==> config.mk <==
export PLATFORM = sky130hd
export DESIGN_NAME = sync_fifo_ctrl
export DESIGN_NICKNAME = d
export VERILOG_FILES = /design/src/rtl/sync_fifo_ctrl.sv
export SDC_FILE = /design/constraint.sdc
export NUM_CORES = 1
export LEC_CHECK = 0
export ABC_AREA = 1
export CORE_ASPECT_RATIO = 0.75
export CORE_MARGIN = 5
export CORE_UTILIZATION = 36
export CTS_CLUSTER_DIAMETER = 120
export DETAILED_ROUTE_END_ITERATION = 8
export PLACE_DENSITY_LB_ADDON = 0.25
export SYNTH_ARGS = -nofsm -noshare
export SYNTH_HDL_FRONTEND = slang
export SYNTH_SLANG_ARGS = --single-unit
==> constraint.sdc <==
create_clock -name clk -period 2.5 [get_ports clk]
set_input_delay 0.25 -clock clk [delete_from_list [all_inputs] [get_ports clk]]
set_output_delay 0.25 -clock clk [all_outputs]
set_load 0.02 [all_outputs]
==> src/rtl/sync_fifo_ctrl.sv <==
// Single-clock FIFO controller driving a dual-port RAM: pointers, occupancy, flags and error pulses.
// Optional almost_full/almost_empty outputs are enabled by defining FIFO_ALMOST_FLAGS_EN.
module sync_fifo_ctrl #(
    parameter int ADDR_SIZE = 3,
    parameter int AF_LEVEL  = 6,
    parameter int AE_LEVEL  = 2
) (
    input  logic                 clk,
    input  logic                 clr,
    input  logic                 push,
    input  logic                 pop,
    output logic                 ram_write,
    output logic [ADDR_SIZE-1:0] ram_wr_addrs,
    output logic                 ram_read,
    output logic [ADDR_SIZE-1:0] ram_rd_addrs,
    output logic                 rd_valid,
    output logic                 full,
    output logic                 empty,
    output logic [ADDR_SIZE:0]   count,
`ifdef FIFO_ALMOST_FLAGS_EN
    output logic                 almost_full,
    output logic                 almost_empty,
`endif
    output logic                 overflow,
    output logic                 underflow
);
    localparam int PW = ADDR_SIZE + 1;

    // Thresholds beyond the depth could never assert; catch that at elaboration.
    if (AF_LEVEL > (2 ** ADDR_SIZE) || AE_LEVEL > (2 ** ADDR_SIZE)) begin : g_level_check
        $error("sync_fifo_ctrl: AF_LEVEL/AE_LEVEL exceed FIFO depth");
    end

    logic [PW-1:0] wr_ptr;
    logic [PW-1:0] rd_ptr;
    logic [PW-1:0] wr_ptr_nxt;
    logic [PW-1:0] rd_ptr_nxt;
    logic [PW-1:0] count_nxt;
    logic          push_ok;
    logic          pop_ok;
    logic          full_nxt;
    logic          empty_nxt;

    assign push_ok = push & ~full;
    assign pop_ok  = pop & ~empty;

    assign ram_write    = push_ok;
    assign ram_read     = pop_ok;
    assign ram_wr_addrs = wr_ptr[ADDR_SIZE-1:0];
    assign ram_rd_addrs = rd_ptr[ADDR_SIZE-1:0];

    always_comb begin
        wr_ptr_nxt = wr_ptr + {{ADDR_SIZE{1'b0}}, push_ok};
        rd_ptr_nxt = rd_ptr + {{ADDR_SIZE{1'b0}}, pop_ok};
        count_nxt  = count;
        case ({push_ok, pop_ok})
            2'b10:   count_nxt = count + 1'b1;
            2'b01:   count_nxt = count - 1'b1;
            default: count_nxt = count;
        endcase
        // Wrap bit differs with equal low bits only when writer is a full lap ahead.
        full_nxt  = (wr_ptr_nxt[ADDR_SIZE] != rd_ptr_nxt[ADDR_SIZE]) &&
                    (wr_ptr_nxt[ADDR_SIZE-1:0] == rd_ptr_nxt[ADDR_SIZE-1:0]);
        empty_nxt = (wr_ptr_nxt == rd_ptr_nxt);
    end

    always_ff @(posedge clk or posedge clr) begin
        if (clr) begin
            wr_ptr    <= '0;
            rd_ptr    <= '0;
            count     <= '0;
            full      <= 1'b0;
            empty     <= 1'b1;
            rd_valid  <= 1'b0;
            overflow  <= 1'b0;
            underflow <= 1'b0;
        end else begin
            wr_ptr    <= wr_ptr_nxt;
            rd_ptr    <= rd_ptr_nxt;
            count     <= count_nxt;
            full      <= full_nxt;
            empty     <= empty_nxt;
            rd_valid  <= pop_ok;
            overflow  <= push & full;
            underflow <= pop & empty;
        end
    end

`ifdef FIFO_ALMOST_FLAGS_EN
    always_ff @(posedge clk or posedge clr) begin
        if (clr) begin
            almost_full  <= 1'b0;
            almost_empty <= 1'b1;
        end else begin
            almost_full  <= (count_nxt >= PW'(AF_LEVEL));
            almost_empty <= (count_nxt <= PW'(AE_LEVEL));
        end
    end
`endif

endmodule

==> flow_summary.json, run 1 <==
{
  "p_comb_share_pct": 55.5,
  "core_mm2": 0.00254,
  "finalCriticalPeriod_ns": 1.87,
  "cpPeakStageDelay_ns": 0.55,
  "cp_slowest_cell": "dfstp_2",
  "sw_frac_of_total_pct": 43.9,
  "wl_mm": 1.80,
  "synthCells": 113,
  "crit_path_max_fanout": 4,
  "dr.pass1.iters": 4,
  "hp-class": "in2async",
  "p_leak_uw": 0.000589,
  "cts_resized": 0,
  "grt_overflow": 0,
  "grt_pass1_vias": 719,
  "clk_latency_ns": 0.31,
  "postCtsSetupBuffers": 0,
  "multiInputGateArea_um2": 395,
  "grt_max_degree": 18,
  "drcViolationCount": 0,
  "cts.sinks": 17,
  "setup_violations": 0,
  "n_antenna_cell": 0,
  "finalMaxSlewViolations": 0,
  "drv_cap": 0,
  "rsz0062_at_grt": "false",
  "antenna_found_initial": 0,
  "wl_per_cell_um": 10.8,
  "drt-initial-drc-count": 19,
  "fin_nets": 141,
  "worstSetupEndpointType": "flip-flop",
  "htree_num_levels": 1,
  "worst_pin_slew_ns": 0.667,
  "p_clk_share_pct": 10.8,
  "cp_data_required_time_ns": 2.74,
  "fmax_mhz": 533,
  "syn_to_final_growth_pct": 24.5,
  "final_antenna_net_count": 0,
  "skew_ns": 0.00509,
  "ys_types": 17,
  "die_y_um": 54.0,
  "finalSetupTns_ns": 0,
  "synth_area_um2": 931,
  "n_fill_cell": 259,
  "setup_ws_ns": 0.625,
  "p_total_uw": 1430,
  "vias": 731,
  "criticalPathCategory": "reg2reg",
  "initial_core_util_pct": 36.6,
  "clockBufferDepth": 2,
  "pwr-share-seq_pct": 33.7,
  "port_buffers": 20,
  "cts_tree": "done",
  "std_cell_rows": 16,
  "avgSynthCellArea_um2": 8.24,
  "syn_nets": 122,
  "drive_gt1_share_pct": 7.63,
  "hpwl_mm": 1.43,
  "ys_ff_latch": 17,
  "crit_top_cell": "nor2_1",
  "p_per_area_mw_per_mm2": 1230,
  "area.sequential_um2": 427,
  "cts-root-buf": "clkbuf_4",
  "dieArea_mm2": 0.00371,
  "yosysWarnings": 0,
  "place_ws_ns": 0.485,
  "p_int_uw": 801,
  "relSlewSlack_pct": 55.5,
  "die_w_um": 68.7,
  "cts_hold_buf": 0,
  "crit_chain": "inv_1 -> nand2_1 -> inv_1 -> ha_1 -> ha_1 -> xnor2_1 -> nor2_1 -> nor2_1 -> nand2_1 -> nor2_1",
  "switchingPower_uw": 628,
  "yosys.area.top_type": "dfrtp_1",
  "outcome": "finished clean",
  "vdd_ir_drop_max_v": 0.000327,
  "cts_buffers": 3,
  "finalCritPeriodShare_pct": 75.0,
  "clk_pin_slew_ns": 0.10,
  "grt.total_usage_pct": 11.9,
  "vias_per_cell": 4.38,
  "crit_arrival_ns": 2.12,
  "synth-seq-area-share_pct": 45.8,
  "place_congestion": 0.803,
  "synth_top_area_share_pct": 43.0,
  "io_pins": 21,
  "grt_pass1_wl_mm": 3.16,
  "critPathLaunchType": "flip-flop",
  "hold_viol": 0,
  "synth_area_leaders": "dfrtp_1, nand2_1, inv_1"
}
[stage by stage]
stage	instance area, um^2	std cells	util [%]	hold slack (ns)
after floorplan	931	113	-	0.175
after global placement	1130	163	44.5	0.474
after detailed placement	1130	163	44.5	0.480
after CTS	1160	167	45.6	0.347
after global routing	1160	167	45.6	0.371
final	1160	167	45.6	0.321
[area by class of cell]
class | count | share of cell area [%]
timing repair buffer | 20 | 17.3
sequential | 17 | 36.8
clock inverter | 1 | 0.432
clock buffer | 3 | 1.94
multi-input combinational | 73 | 34.1
inverter | 17 | 5.51
tap | 36 | 3.89
[critical path, delay by kind of cell (launching register included)]
kind	cells	cell delay (ns)
xor gates and xnor gates	1	0.29
buffers and inverters	2	0.13
DFF	1	0.55
adders and majority gates	2	0.40
and+or+nand+nor	5	0.44
[power by group through the flow]
| stage | clock (uW) | sequential [uW] | combinational, uW |
|---|---|---|---|
| after detailed placement | 0 | 489 | 802 |
| after global placement | 0 | 486 | 788 |
| final | 155 | 481 | 793 |
| after CTS | 159 | 485 | 805 |
| after floorplan | 0 | 523 | 545 |
| after global routing | 169 | 507 | 902 |
[metal layers]
layer | GRT usage [%] | share of wire, %
met5 | 0 | 0
met2 | 17.9 | 45
met1 | 14.0 | 47
met4 | 7.12 | 2.5
met3 | 5.43 | 5.9
[sequential cells by signal, summed over array words and instances (netlist names)]
register and flops:
full 1, wr_ptr 4, rd_ptr 4, empty 1, overflow 1, rd_valid 1, count 4, underflow 1
[worst paths after layout]
path | from | to | slack, ns | cells past startpoint
max | empty | empty | 0.63 | 10
min | clr | count[1] | 0.32 | 2
max reg2reg | empty | empty | 0.63 | 10
min reg2reg | empty | underflow | 0.49 | 2
max in group asynchronous | clr | rd_ptr[1] | 1.75 | 2
min in group clk | pop | underflow | 0.49 | 3
[logic make-up (layout without fill, tap and decap cells)]
group	after synthesis	count (layout)	synth area share, %
buffers and inverters	23	41	11.7
AO/OA/AOI/OAI	3	3	1.88
flip-flops	17	17	45.8
adder cells (fa/ha/maj)	5	5	6.72
XOR/XNOR	6	6	5.65
AND/OR/NAND/NOR	59	59	28.2
[synthesized netlist by cell type]
library cell and instances:
nor3_1 1, nand3_1 12, nand2_2 1, nand4_1 1, nor2_2 2, dfstp_2 1
xnor2_1 4, o21bai_1 1, o21ai_0 2, nor2_1 8, nand2_1 32, buf_4 6
ha_1 5, nor2_4 2, dfrtp_1 16, inv_1 17, xor2_1 2
[placed cells by master, fill, tap and decap left out]
cell type	netlist	final
xor2_1	2	2
clkbuf_4	0	3
dfrtp_1	16	16
o21ai_0	2	2
nor3_1	1	1
clkdlybuf4s50_1	0	20
nand2_1	32	32
nor2_2	2	2
clkinv_2	0	1
ha_1	5	5
inv_1	17	17
xnor2_1	4	4
nor2_4	2	2
nand2_2	1	1
o21bai_1	1	1
nor2_1	8	8
nand3_1	12	12
dfstp_2	1	1
nand4_1	1	1
No activity file was read; power rests on OpenSTA's default activity.
==> run 2, diff against run 1 <==
==> constraint.sdc (replaced) <==
create_clock -name clk -period 1.8 [get_ports clk]
set_input_delay 0.18 -clock clk [delete_from_list [all_inputs] [get_ports clk]]
set_output_delay 0.18 -clock clk [all_outputs]
set_load 0.02 [all_outputs]
==> flow_summary.json, run 2 (same netlist as run 1, synthesis figures left out) <==
{
  "p_total_uw": 2150,
  "drive_gt1_share_pct": 19.0,
  "dr_wl_met3_um": 73,
  "die_w_um": 68.7,
  "hold_viol": 0,
  "finalMaxSlewViolations": 0,
  "grt_pass1_wl_mm": 3.28,
  "p_leak_uw": 0.000630,
  "grt_overflow": 0,
  "vias": 755,
  "worst_pin_slew_ns": 0.614,
  "n_antenna_cell": 0,
  "core_mm2": 0.00254,
  "clk_pin_slew_ns": 0.10,
  "drv_cap": 0,
  "critPathLaunchType": "flip-flop",
  "highest_layer": "met4",
  "outcome": "finished clean",
  "wirelength_met1_um": 884,
  "io_pins": 21,
  "std_cell_rows": 16,
  "cts.sinks": 17,
  "grt_pass1_vias": 762,
  "finalCritPeriodShare_pct": 95.4,
  "fmax_mhz": 582,
  "largest_registers": "count: 4 flops, rd_ptr: 4 flops, wr_ptr: 4 flops",
  "drt-initial-drc-count": 24,
  "crit_path_max_fanout": 2,
  "die_y_um": 54.0,
  "cts_tree": "done",
  "drcViolationCount": 0,
  "final_util_pct": 49.8,
  "cp_data_required_time_ns": 1.62,
  "finalCriticalPeriod_ns": 1.72,
  "vdd_ir_drop_max_v": 0.000542,
  "wl_per_cell_um": 10.9,
  "setup_violations": 0,
  "dr.pass1.iters": 4,
  "htree_num_levels": 1,
  "grt_max_degree": 18,
  "crit_arrival_ns": 1.54,
  "relSlewSlack_pct": 59.0,
  "clockBufferDepth": 2,
  "wl_met2_um": 905,
  "worstSetupEndpointType": "output port",
  "port_buffers": 20,
  "grt.total_usage_pct": 12.1,
  "hpwl_mm": 1.44,
  "vias_per_cell": 4.36,
  "skew_ns": 0.00288,
  "syn_to_final_growth_pct": 36.0,
  "hp-class": "in2async",
  "clk_latency_ns": 0.29,
  "final_antenna_net_count": 0,
  "fin_nets": 147,
  "cts-root-buf": "clkbuf_4",
  "final_common_cell": "nand2_1",
  "cts_buffers": 3,
  "antenna_found_initial": 0,
  "final_cell_mix": "nand2_1, clkdlybuf4s50_1, inv_1, dfrtp_1, nand3_1",
  "place_congestion": 0.786,
  "criticalPathCategory": "reg2out",
  "wl_mm": 1.89,
  "initial_core_util_pct": 36.6,
  "dieArea_mm2": 0.00371,
  "p_per_area_mw_per_mm2": 1700
}
==> run 2: cell types whose count changed in the layout (fill, tap and decap cells not counted), moves of 2 or more <==
cell	delta
nand2_1	-2
xnor2_1	-2
buf_4	+6
ha_1	-3
nand2_2	+2
nor2_2	+2
nor2_1	-2
ha_4	+2
==> run 2: path summary, 6_finish.rpt <==
| kind | slack (ns) | to | cells past startpoint | startpoint |
|---|---|---|---|---|
| max | 0.08 | empty | 2 | empty |
| min | 0.25 | wr_ptr[1] | 2 | clr |
| max reg2reg | 0.12 | full | 10 | empty |
| min reg2reg | 0.52 | count[3] | 2 | count[3] |
| max in group asynchronous | 1.15 | count[2] | 2 | clr |
| min in group clk | 0.45 | underflow | 3 | pop |
==> run 2: what timing repair did <==
item                       4_1_cts  5_1_grt
resized for setup                3        8
hold buffers                     0        0
buffers inserted                 1        0
pin swaps                        0        1
setup endpoints to repair        3        3
==> run 2: per-layer routing <==
layer  vias up  track usage, %
met1       351            14.8
met3         2            4.38
met2        11            19.3
li1        391               -
met5         -               0
met4         0            4.85
==> run 2: through the flow <==
| stage | setup TNS, ns | instances | area [um^2] | setup WS [ns] | hold slack, ns |
|---|---|---|---|---|---|
| 3_3_place_gp | -0.119 | 168 | 1170 | -0.0786 | 0.477 |
| 2_1_floorplan | 0 | 113 | 933 | 0.0293 | 0.105 |
| 6_report | 0 | 173 | 1270 | 0.0832 | 0.250 |
| 3_5_place_dp | -0.186 | 168 | 1170 | -0.0875 | 0.484 |
| 5_1_grt | -0.0394 | 173 | 1270 | -0.0213 | 0.315 |
| 4_1_cts | 0 | 173 | 1220 | 0.0346 | 0.287 |
==> run 2: layout make-up <==
type / count / area, um^2
flip-flops and latches: 17 / 427
repair buffers: 26 / 244
clock inverters: 1 / 5.00
clock buffers: 3 / 22.5
multi-input cells: 73 / 459
well taps: 36 / 45.0
inverters: 17 / 63.8
fillers: 257 / 1280
==> run 2: critical path, stage by stage, from the launching register on <==
cell	delay, ns
dfstp_2	0.55
buf_4	0.10
clkdlybuf4s50_1	0.60
==> run 2: where the power goes <==
group / leakage, uW / internal, uW / switching, uW / total [uW]
logic: 0.000407 / 604 / 648 / 1250
registers: 0.000206 / 535 / 159 / 694
clock network: 0.0000177 / 82.6 / 122 / 205
==> run 3, diff against run 2 <==
--- a/config.mk
+++ b/config.mk
@@ -6,9 +6,11 @@
 export NUM_CORES = 1
 export LEC_CHECK = 0
 export ABC_AREA = 1
+export CELL_PAD_IN_SITES_DETAIL_PLACEMENT = 0
+export CELL_PAD_IN_SITES_GLOBAL_PLACEMENT = 1
 export CORE_ASPECT_RATIO = 0.75
 export CORE_MARGIN = 5
-export CORE_UTILIZATION = 36
+export CORE_UTILIZATION = 35
 export CTS_CLUSTER_DIAMETER = 120
 export DETAILED_ROUTE_END_ITERATION = 8
 export PLACE_DENSITY_LB_ADDON = 0.25
==> flow_summary.json, run 3 (same netlist as run 1, synthesis figures left out) <==
{
  "grt_pass1_wl_mm": 3.05,
  "critPathLaunch": "empty",
  "worst_pin_slew_ns": 0.339,
  "cts-root-buf": "clkbuf_4",
  "dr.pass1.iters": 4,
  "syn_to_final_growth_pct": 34.5,
  "criticalPathCategory": "reg2out",
  "n_fill_cell": 250,
  "vdd_ir_drop_max_v": 0.000531,
  "die_w_um": 69.6,
  "wl_mm": 1.92,
  "hold_slack_ns": 0.183,
  "postCtsSetupBuffers": 0,
  "final_antenna_net_count": 0,
  "vias_per_cell": 4.31,
  "grt.total_usage_pct": 10.5,
  "hp-class": "in2async",
  "multiInputGateArea_um2": 438,
  "io_pins": 21,
  "initial_core_util_pct": 36.0,
  "cts_buffers": 3,
  "crit_chain": "buf_4 -> clkdlybuf4s50_1",
  "drv_cap": 0,
  "finalCriticalPeriod_ns": 1.73,
  "worstReg2RegEnd": "empty",
  "path_buf_inv": 2,
  "hold_viol": 0,
  "grt_overflow": 0,
  "cts_tree": "done",
  "clk_latency_ns": 0.29,
  "clk_pin_slew_ns": 0.11,
  "finalCritPeriodShare_pct": 96.1,
  "hpwl_mm": 1.50,
  "std_cell_rows": 16,
  "place_congestion": 0.884,
  "die_y_um": 54.7,
  "dieArea_mm2": 0.00380,
  "largest_registers": "count: 4 flops, rd_ptr: 4 flops, wr_ptr: 4 flops",
  "final_common_cell": "nand2_1",
  "dp_cells": 170,
  "n_antenna_cell": 0,
  "cp_top_family": "buffers and inverters",
  "wl_per_cell_um": 11.0,
  "area.sequential_um2": 427,
  "relSlewSlack_pct": 77.3,
  "fin_nets": 148,
  "crit_end": "empty",
  "crit_arrival_ns": 1.55,
  "outcome": "finished clean",
  "layout.cells.non_filler": 174,
  "cp_data_required_time_ns": 1.62,
  "clockBufferDepth": 2,
  "p_per_area_mw_per_mm2": 1680,
  "r2r_setup_slack_ns": 0.09,
  "core_mm2": 0.00258,
  "fmax_mhz": 578,
  "cp_slowest_cell": "clkdlybuf4s50_1",
  "antenna_found_initial": 0,
  "port_buffers": 20,
  "drive_gt1_share_pct": 18.1,
  "vias": 750,
  "crit_path_max_fanout": 2,
  "worstSetupEndpointType": "output port",
  "setup_violations": 0,
  "critPathLaunchType": "flip-flop",
  "timing.rr.start": "empty",
  "finalMaxSlewViolations": 0,
  "cts.sinks": 17,
  "p_leak_uw": 0.000628,
  "htree_num_levels": 1,
  "skew_ns": 0.0115,
  "grt_max_degree": 18,
  "cpPeakStageDelay_ns": 0.59,
  "grt_pass1_vias": 694,
  "final_cell_mix": "nand2_1, clkdlybuf4s50_1, inv_1, dfrtp_1, nand3_1",
  "rr_worst_depth": 10,
  "drcViolationCount": 0,
  "cp_num_cells": 2,
  "drt-initial-drc-count": 19
}
==> run 3: changes by cell type in the layout (fill, tap and decap cells not counted), sizes merged <==
cell and delta:
buf +1
==> run 3: layer usage <==
metal / GRT usage [%] / wire, um / vias up
met5: 0 / 0 / -
met4: 0.974 / 0 / 0
met3: 5.14 / 108 / 0
met2: 17.4 / 827 / 17
met1: 13.0 / 980 / 342
li1: - / - / 391
==> run 3: repair_timing <==
| action | in CTS | in global routing |
|---|---|---|
| hold buffers | 0 | 0 |
| gates resized for setup | 3 | 5 |
| pin swaps | 0 | 0 |
| setup endpoints to repair | 3 | 4 |
==> run 3: how the worst min path moves through the flow <==
stage / slack (ns) / depth (start not counted) / endpoint / start
floorplan: 0.11 / 1 / count[0] / clr
global placement: 0.48 / 2 / count[3] / count[3]
detailed placement: 0.49 / 2 / count[3] / count[3]
CTS: 0.18 / 3 / count[2] / clr
global route: 0.21 / 3 / rd_ptr[0] / clr
finish: 0.18 / 3 / rd_ptr[0] / clr
==> run 3: cell type report <==
class | instances | area share (%)
clock buffer | 3 | 1.80
clock inverter | 1 | 0.400
inverter | 17 | 5.09
multi-input combinational | 73 | 35.0
sequential | 17 | 34.1
tap | 36 | 3.60
timing repair buffer | 27 | 20.1
==> run 3: through the flow <==
step           area (um^2)  total power, uW   TNS, ns  setup slack (ns)  util (%)
6_report              1250             2100         0            0.0710      48.5
4_1_cts               1230             2090         0            0.0516      47.7
3_3_place_gp          1190             1830    -0.119           -0.0604      45.9
3_5_place_dp          1190             1840    -0.152           -0.0559      45.9
5_1_grt               1250             2290  -0.00626          -0.00531      48.5
2_1_floorplan          933             1490         0            0.0293         -
==> run 3: worst reg2reg max path: cells and delay by family (launching register included) <==
family                   cells  cell delay [ns]
adder cells (fa/ha/maj)      2             0.38
XOR/XNOR                     1             0.19
flip-flops                   1             0.55
buffers and inverters        2             0.10
AND/OR/NAND/NOR              5             0.44
==> run 3: where the power goes <==
group / switching (uW) / leakage, uW / internal, uW
Clock: 125 / 0.0000177 / 82.7
Sequential: 150 / 0.000206 / 535
Combinational: 636 / 0.000404 / 575
